**src/rtl/seg7_pkg.sv**
```systemverilog
// Shared constants, FSM state type and glyph table for the 6-digit
// multiplexed seven-segment scan controller.
package seg7_pkg;

    localparam int NUM_DIGITS = 6;

    localparam logic [4:0] CODE_DASH  = 5'h10;
    localparam logic [4:0] CODE_BLANK = 5'h11;

    typedef enum logic {
        ST_SHOW,
        ST_BLANK
    } scan_state_t;

    // Segment order {a,b,c,d,e,f,g}, a in the MSB.
    localparam logic [6:0] GLYPH_HEX [16] = '{
        7'h7E, 7'h30, 7'h6D, 7'h79, 7'h33, 7'h5B, 7'h5F, 7'h70,
        7'h7F, 7'h7B, 7'h77, 7'h1F, 7'h4E, 7'h3D, 7'h4F, 7'h47
    };

    function automatic logic [6:0] glyph(input logic [4:0] code);
        logic [6:0] seg;
        seg = '0;
        if (!code[4]) begin
            seg = GLYPH_HEX[code[3:0]];
        end else if (code == CODE_DASH) begin
            seg = 7'b0000001;
        end
        return seg;
    endfunction

endpackage

```
**src/rtl/seg7_decode.sv**
```systemverilog
// Combinational display-code to segment decoder; output is {a,b,c,d,e,f,g}.
module seg7_decode
    import seg7_pkg::*;
(
    input  logic [4:0] i_code,
    output logic [6:0] o_seg
);

    assign o_seg = glyph(i_code);

endmodule

```
**src/rtl/seg7_scan_ctrl.sv**
```systemverilog
// Six-digit multiplexed seven-segment scanner: digit register file,
// SHOW/BLANK dwell FSM, frame counter with blink phase, registered outputs.
module seg7_scan_ctrl
    import seg7_pkg::*;
#(
    parameter int PRESCALE     = 1000,
    parameter int BLANK_CYCLES = 2,
    parameter int BLINK_DIV    = 64
) (
    input  logic       clk,
    input  logic       rst,
    input  logic       wr_en,
    input  logic [2:0] wr_addr,
    input  logic [4:0] wr_data,
    input  logic [5:0] blink_mask,
    output logic       com3,
    output logic       com4,
    output logic       com5,
    output logic       com6,
    output logic       com7,
    output logic       com8,
    output logic       a,
    output logic       b,
    output logic       c,
    output logic       d,
    output logic       e,
    output logic       f,
    output logic       g,
    output logic       frame_done
);

    localparam int CNT_MAX = (PRESCALE > BLANK_CYCLES) ? PRESCALE : BLANK_CYCLES;
    localparam int CW      = (CNT_MAX > 1) ? $clog2(CNT_MAX) : 1;
    localparam int FW      = (BLINK_DIV > 1) ? $clog2(BLINK_DIV) : 1;

    logic [4:0]    r_regs [NUM_DIGITS];
    scan_state_t   r_state, w_state_nxt;
    logic [CW-1:0] r_cnt, w_cnt_nxt;
    logic [2:0]    r_digit, w_digit_nxt;
    logic [FW-1:0] r_frame;
    logic          r_blink_phase;
    logic          w_wrap;
    logic          w_last_show;
    logic          w_last_blank;

    logic [5:0]    r_com;
    logic [6:0]    r_seg;
    logic          r_frame_done;

    logic [4:0]    w_code;
    logic [6:0]    w_glyph;

    assign w_last_show  = (r_cnt == CW'(PRESCALE - 1));
    assign w_last_blank = (BLANK_CYCLES == 0) ? 1'b1 : (r_cnt == CW'(BLANK_CYCLES - 1));

    always_ff @(posedge clk) begin
        if (rst) begin
            r_state <= ST_SHOW;
            r_cnt   <= '0;
            r_digit <= '0;
        end else begin
            r_state <= w_state_nxt;
            r_cnt   <= w_cnt_nxt;
            r_digit <= w_digit_nxt;
        end
    end

    always_comb begin
        w_state_nxt = r_state;
        w_cnt_nxt   = r_cnt + CW'(1);
        w_digit_nxt = r_digit;
        w_wrap      = 1'b0;
        unique case (r_state)
            ST_SHOW: begin
                if (w_last_show) begin
                    w_cnt_nxt = '0;
                    if (BLANK_CYCLES == 0) begin
                        w_wrap      = (r_digit == 3'(NUM_DIGITS - 1));
                        w_digit_nxt = w_wrap ? 3'd0 : r_digit + 3'd1;
                    end else begin
                        w_state_nxt = ST_BLANK;
                    end
                end
            end
            ST_BLANK: begin
                if (w_last_blank) begin
                    w_cnt_nxt   = '0;
                    w_state_nxt = ST_SHOW;
                    w_wrap      = (r_digit == 3'(NUM_DIGITS - 1));
                    w_digit_nxt = w_wrap ? 3'd0 : r_digit + 3'd1;
                end
            end
            default: begin
                w_state_nxt = ST_SHOW;
                w_cnt_nxt   = '0;
            end
        endcase
    end

    always_ff @(posedge clk) begin
        if (rst) begin
            r_frame       <= '0;
            r_blink_phase <= 1'b0;
        end else if (w_wrap) begin
            if (r_frame == FW'(BLINK_DIV - 1)) begin
                r_frame       <= '0;
                r_blink_phase <= ~r_blink_phase;
            end else begin
                r_frame <= r_frame + FW'(1);
            end
        end
    end

    always_ff @(posedge clk) begin
        if (rst) begin
            for (int unsigned i = 0; i < NUM_DIGITS; i++) begin
                r_regs[i] <= CODE_BLANK;
            end
        end else if (wr_en && (wr_addr < 3'(NUM_DIGITS))) begin
            r_regs[wr_addr] <= wr_data;
        end
    end

    // Forward a same-edge write so the new glyph shows right after the write edge.
    assign w_code = (wr_en && (wr_addr == r_digit)) ? wr_data : r_regs[r_digit];

    seg7_decode u_decode (
        .i_code (w_code),
        .o_seg  (w_glyph)
    );

    always_ff @(posedge clk) begin
        if (rst) begin
            r_com        <= '0;
            r_seg        <= '0;
            r_frame_done <= 1'b0;
        end else begin
            r_com        <= '0;
            r_seg        <= '0;
            r_frame_done <= w_wrap;
            if (r_state == ST_SHOW) begin
                r_com <= 6'(1) << r_digit;
                if (!(r_blink_phase && blink_mask[r_digit])) begin
                    r_seg <= w_glyph;
                end
            end
        end
    end

    assign {com8, com7, com6, com5, com4, com3} = r_com;
    assign {a, b, c, d, e, f, g}                = r_seg;
    assign frame_done                           = r_frame_done;

endmodule

```
**config.mk**
```make
export PLATFORM = sky130hd
export DESIGN_NAME = seg7_scan_ctrl
export DESIGN_NICKNAME = d
export VERILOG_FILES = /design/src/rtl/seg7_pkg.sv /design/src/rtl/seg7_decode.sv /design/src/rtl/seg7_scan_ctrl.sv
export SDC_FILE = /design/constraint.sdc
export NUM_CORES = 1
export LEC_CHECK = 0
export BUFFER_PORTS_ARGS = -buffer_cell sky130_fd_sc_hd__buf_2
export CAP_MARGIN = 20
export CELL_PAD_IN_SITES_DETAIL_PLACEMENT = 0
export CELL_PAD_IN_SITES_GLOBAL_PLACEMENT = 1
export CORE_MARGIN = 3
export CORE_UTILIZATION = 26
export DETAILED_ROUTE_END_ITERATION = 10
export PLACE_DENSITY_LB_ADDON = 0.1
export SYNTH_ARGS = -nofsm -noshare
export SYNTH_HDL_FRONTEND = slang
export SYNTH_HIERARCHICAL = 1
export SYNTH_SLANG_ARGS = --single-unit
```
**constraint.sdc**
```tcl
create_clock -name clk -period 2.84 [get_ports clk]
set_input_delay 0.568 -clock clk [delete_from_list [all_inputs] [get_ports clk]]
set_output_delay 0.568 -clock clk [all_outputs]
set_load 0.02 [all_outputs]
```
; After elaboration in Yosys (flattened, before gate mapping)
; Memories as Yosys holds them, arrays and structs flattened. A register that Yosys moved wholly into a read port is not among the register bits.
; Cells that the tools add are included.
[word_totals]
mem_count = 2
ramBits = 30
ff_bits = 35
mem_bits_ro = 112
input_bits = 17
output_inout_bits = 14
wordCells = 61
[classes]
eq_ne = 6
mux = 27
shift = 1
reduce_logical = 8
bitwise_logic = 3
n_lt_le_gt_ge = 3
add_sub_neg = 3
[memory_table]
columns = memory, words, width, rd, rd_ports_with_merged_regs, wr, line_no
row1 = (no name shown), 16, 7, 1, 0, 0, seg7_pkg.sv:25  ; seg = GLYPH_HEX[code[3:0]];
row2 = r_regs, 6, 5, 1, 1, 6, seg7_scan_ctrl.sv:36  ; logic [4:0] r_regs [NUM_DIGITS];
[op_table]
columns = op, n
row1 = $mux 7, 3
row2 = $mux 10, 2
row3 = $pmux 10 s2, 1
row4 = $mux 1, 12
row5 = $mux 3, 4
row6 = $add 10x1->10 const B, 1
row7 = $eq 10x1->1 const B, 1
row8 = $eq 10x10->1 const B, 1
row9 = $mux 5, 2
row10 = $add 6x1->6 const B, 1
row11 = $eq 6x6->1 const B, 1
row12 = $mux 6, 1
row13 = $shl 1x3->6 const A, 1
row14 = $eq 5x5->1 const B, 1
row15 = $ge 5x5->1 const B, 1
row16 = $not 4->5, 1
row17 = $reduce_or 5->1, 1
row18 = $lt 3x4->1 const B, 1
row19 = $reduce_and 2->1, 2
row20 = $add 3x1->3 const B, 1
row21 = $bmux 1 s3, 1
row22 = $eq 3x3->1, 1
row23 = $eq 3x3->1 const B, 1
row24 = $logic_and 1x1->1, 3
row25 = 5 further kinds, 6

; Depth between registers and ports, before layout
[logic_depth]
word_depth = 8
ltp_mapped = 11
ltp_nobuf = 10

; Modules after synthesis
; The synthesis kept the hierarchy.
[modules_own_cells]
columns = mod, cells_each, n_inst, seq_area_each_um2, area_per_inst_um2
row1 = seg7_scan_ctrl, 278, 1, 1961.9, 3407.0
row2 = seg7_decode, 42, 1, 0.0, 300.3

; Worst setup path before layout
; OpenSTA, ideal clock, no wires.
[synth_timing]
kind = register -> register
start = register r_digit[1]
end = register r_seg[1]
path_stages_with_launch = 11
required_ns = 2.725
period_less_slack_ns = 2.435
setup_slack_ns = 0.405
arrival_time_ns = 2.320
n_path_buf = 1
setup_time_ns = 0.115
cell_sequence = dfxtp_1 -> clkbuf_1 -> xnor2_1 -> nand4_1 -> a21oi_1 -> inv_1 -> ha_1 -> and2b_1 -> nor3_1 -> a311oi_1 -> and2_1
[synth_via]
elab_chain_len = 8
elab_cells_between_ends = 12
cone_classes = 1 x eq/ne / 6 x mux / 1 x bitwise / 3 x reduce/logical / 1 x memory
[synth_rtl]
columns = item, line_no
row1 = from (decl), seg7_scan_ctrl.sv:39  ; logic [2:0] r_digit, w_digit_nxt;
row2 = from (signal assigned), seg7_scan_ctrl.sv:64  ; r_digit <= w_digit_nxt;
row3 = $eq 3x3->1, seg7_scan_ctrl.sv:125  ; assign w_code = (wr_en && (wr_addr == r_digit)) ? wr_data : r_regs[r_digit];
row4 = $logic_and 1x1->1, seg7_scan_ctrl.sv:125
row5 = $mux 5, seg7_scan_ctrl.sv:125
row6 = named net w_code[0], seg7_scan_ctrl.sv:50  ; logic [4:0] w_code;
row7 = $not 4->5 (not written as such), seg7_pkg.sv:25
row8 = $mem_v2 16x7, -
row9 = $mux 7 (not written as such) (2 in series), seg7_pkg.sv:25
row10 = $mux 7, seg7_pkg.sv:24  ; if (!code[4]) begin
row11 = named net w_glyph[1], seg7_scan_ctrl.sv:51  ; logic [6:0] w_glyph;
row12 = to (signal assigned), seg7_scan_ctrl.sv:144  ; r_seg <= w_glyph;
row13 = to (decl), seg7_scan_ctrl.sv:47  ; logic [6:0] r_seg;
; The timed path passes the listed nets, and every way through them passes these cells. The select of a mux whose other input is x is not followed.
; A chain may end at the register's enable or synchronous reset.

==> impl_results.md <==
* Status: complete, no violations
* Adder-cell share of the synthesized area at 3.04%
* FFs w/ async S/R, synth at 0%
* Worst slew pin tran at 0.786 ns
* Worst IR Drop VDD at 0.000344 V
* Setup TNS at 0 ns
* Via count at 2,430
* Die area at 15,700 µm²
* Post-synthesis xor/xnor area fraction at 2.83%
* Post-synthesis register bit count at 78
* Vias in the first global route at 2,639
* WL per Instance at 14.8 µm
* Worst path top cell family by delay: multiplexers
* Ports at 31
* Reg2Reg Depth at 10
* # Max-Cap Violations at 0
* Number of synthesized flops with an enable pin at 40
* Pleak at 1.65 nW
* Crit-path cells: buf_4 > mux4_2 > mux2i_1 > a21oi_1 > buf_4 > ha_1 > nor3b_1 > a221oi_2 > o2bb2ai_1 > and2_1
* Initial Utilization at 26.6%
* Mux cell area share after synthesis at 9.38%
* Pwr/cell area at 605 nW/µm²
* Root Driver: clkbuf_16
* Final Power at 2.71 mW
* Synth cell types at 50
* Synth cell count leaders: edfxtp_1, dfxtp_1, nor2_1
* Period utilisation layout at 86.3%
* CP required at 3.12 ns
* Synth top area cells: edfxtp_1, dfxtp_1, mux4_2, and2_1, nor2_1
* Largest area contributor in the netlist: edfxtp_1
* Die height at 125 µm
* Reg2Reg Setup Slack at 0.39 ns
* Most common cell in the netlist: edfxtp_1
* Initial antenna violation count at 0
* Multi-input logic area at 1660 µm²
* Yosys warns at 6
* Critical Path AT at 2.73 ns
* Total GRT Usage at 11.7%
* Total setup buffers inserted after CTS at 0
* Switching share of power at 22.7%
* Total CTS buffers at 9
* Tmin final at 2.45 ns
* Mapped cell area at 3710 µm²
* Crit path kind: flip-flop to flip-flop
* Share of post-route cells with drive strength above 1 at 23.0%
* Placer congestion estimate at 0.702
* Final setup fails at 0
* Num rows at 43
* Area grow syn2layout at 20.7%
* CP max stage delay at 0.54 ns
* Post-route ant nets at 0
* Switching pwr at 0.614 mW
* Most frequent CP cell: buf_4
* Max_slew headroom at 47.5%
* Compound-Gate Fraction of Synth Area at 6.11%
* CTS tree: yes
* Worst min path class: flip-flop to flip-flop
* Mean Syn Cell Area at 11.6 µm²
* CP startpoint kind: flip-flop
* Fin. Hold Viols at 0
* CTS max path bufs at 2
* Max-slew violations at 0
* # fillers at 1,416
* Die Width at 125 µm
* Crit. End Element: flip-flop
* Clk Latency, worst-skew pair at 0.34 ns
* Clock Power Share at 46.3%
* Synth top area share at 32.4%
* GRT overflow at 0
* Fmax at 0.408 GHz
* Worst Skew at 0.00439 ns
* Clock transition at path regs at 0.06 ns
* Sequential area share after synthesis at 52.9%
* # nets final at 400
* Reg area at 1960 µm²
* # port buffers at 30
* TritonCTS Sinks at 78
* Post-Syn Instances at 320
* Via density at 4.35
* Residual DRC count at 0
* Core area at 13,900 µm²
* First-pass GRT wire length at 14,200 µm
* Main combinational cell family by area after synthesis: simple AND/OR/NAND/NOR gates
* Int Pwr at 2.09 mW
* Hpwl dp at 6200 µm
* Max H-tree Level at 3
* Initial DRT Pass Iterations at 4
* Starting DRT DRC Count at 144
* Simple-Gate Fraction of Synth Area at 22.4%
* Crit path capture: r_seg[0]
* CP Depth at 10
* Final wirelength at 8260 µm
* Flop pwr share at 46.3%
* Placed cells at 543
* RR Endpoint: r_seg[0]
* Post-synth top flop: edfxtp_1
* Slowest-stage cell, CP: dfxtp_1
* Largest net degree at the start of global routing at 18
* CP max FO at 6
* Buf/Inv on CP at 2
* Gate power share at 7.4%
* N_diodes at 0
* Fin cells at 559
* RSZ-0062 raised after global routing: false
## power by group through the flow
| stage | registers (mW) | logic (mW) | clock network, mW |
|---|---|---|---|
| after detailed placement | 1.28 | 0.204 | 0 |
| after global routing | 1.26 | 0.230 | 1.35 |
| final | 1.25 | 0.201 | 1.25 |
| after global placement | 1.28 | 0.206 | 0 |
| after CTS | 1.26 | 0.205 | 1.30 |
| after floorplan | 1.28 | 0.126 | 0 |
## layout make-up
cell class | instances | share of cell area, %
clock inverters | 7 | 2.21
clock buffers | 9 | 5.03
inverters | 10 | 0.839
repair buffers | 45 | 5.87
well taps | 180 | 5.03
flip-flops and latches | 78 | 43.8
multi-input cells | 230 | 37.2
## through the flow
| step | area, µm² | utilization (%) | hold WS [ns] | setup WS (ns) |
|---|---|---|---|---|
| after CTS | 4470 | 32.1 | 0.475 | 0.0899 |
| after global routing | 4480 | 32.1 | 0.512 | 0.0732 |
| after detailed placement | 4150 | 29.8 | 0.461 | 0.0973 |
| final | 4480 | 32.1 | 0.467 | 0.389 |
| after floorplan | 3740 | - | 0.433 | 0.405 |
| after global placement | 4150 | 29.8 | 0.451 | 0.108 |
## state kept, by name, summed over array words and instances (netlist names), named ones only
name	flops
frame_done	1
r_state	1
r_regs	40
r_blink_phase	1
r_cnt	10
r_seg	7
r_com	6
r_digit	3
r_frame	6
## worst register-to-register path: stages, from the launching register on
cell       delay, ns
dfxtp_1         0.54
buf_4           0.20
mux4_2          0.48
mux2i_1         0.14
a21oi_1         0.11
buf_4           0.17
ha_1            0.19
nor3b_1         0.24
a221oi_2        0.06
o2bb2ai_1       0.15
and2_1          0.13
## layer usage
layer | track usage (%) | routed length [µm] | up-vias
met3 | 2.95 | 182 | 9
met2 | 18.8 | 4020 | 25
met1 | 15.0 | 3930 | 1151
met4 | 4.59 | 127 | 0
li1 | - | - | 1245
met5 | 0 | 0 | -
## logic make-up after synthesis
logic type,after synthesis
AO/OA/AOI/OAI,33
XOR/XNOR,12
adder cells (fa/ha/maj),9
buffers and inverters,21
flip-flops,78
multiplexers,21
other,1
AND/OR/NAND/NOR,145
## layout by cell type, fill, tap and decap left out, types with 2 or more instances in the layout
cell,count
a211oi_1,6
a21oi_1,11
a311oi_1,3
a31oi_1,2
and2_1,26
and3_1,4
and3b_1,2
buf_2,30
buf_4,15
bufinv_16,2
clkbuf_16,9
clkinv_4,3
conb_1,10
dfxtp_1,38
edfxtp_1,40
ha_1,9
inv_1,9
mux2i_1,10
mux4_2,11
nand2_1,14
nand2b_1,15
nand3_1,8
nand4_1,5
nor2_1,34
nor2b_1,7
nor3_1,11
nor3b_1,2
o21ai_0,5
or2_2,3
or3_1,3
or3b_1,2
xnor2_1,9
xor2_1,3
## worst min path at each step
| stage | to | depth (start not counted) | startpoint | slack [ns] |
|---|---|---|---|---|
| floorplan | r_cnt[0] | 1 | r_cnt[0] | 0.43 |
| global placement | r_cnt[0] | 1 | r_cnt[0] | 0.45 |
| detailed placement | r_cnt[0] | 1 | r_cnt[0] | 0.46 |
| CTS | r_cnt[0] | 1 | r_cnt[0] | 0.47 |
| global route | r_cnt[0] | 1 | r_cnt[0] | 0.51 |
| finish | r_cnt[0] | 1 | r_cnt[0] | 0.47 |
## repair_timing
| action | in CTS | in global routing |
|---|---|---|
| hold buffers | 0 | 0 |
| gates resized for setup | 0 | 1 |
| setup endpoints to repair | 0 | 5 |
Note: power is estimated with default switching activity, not from simulation.
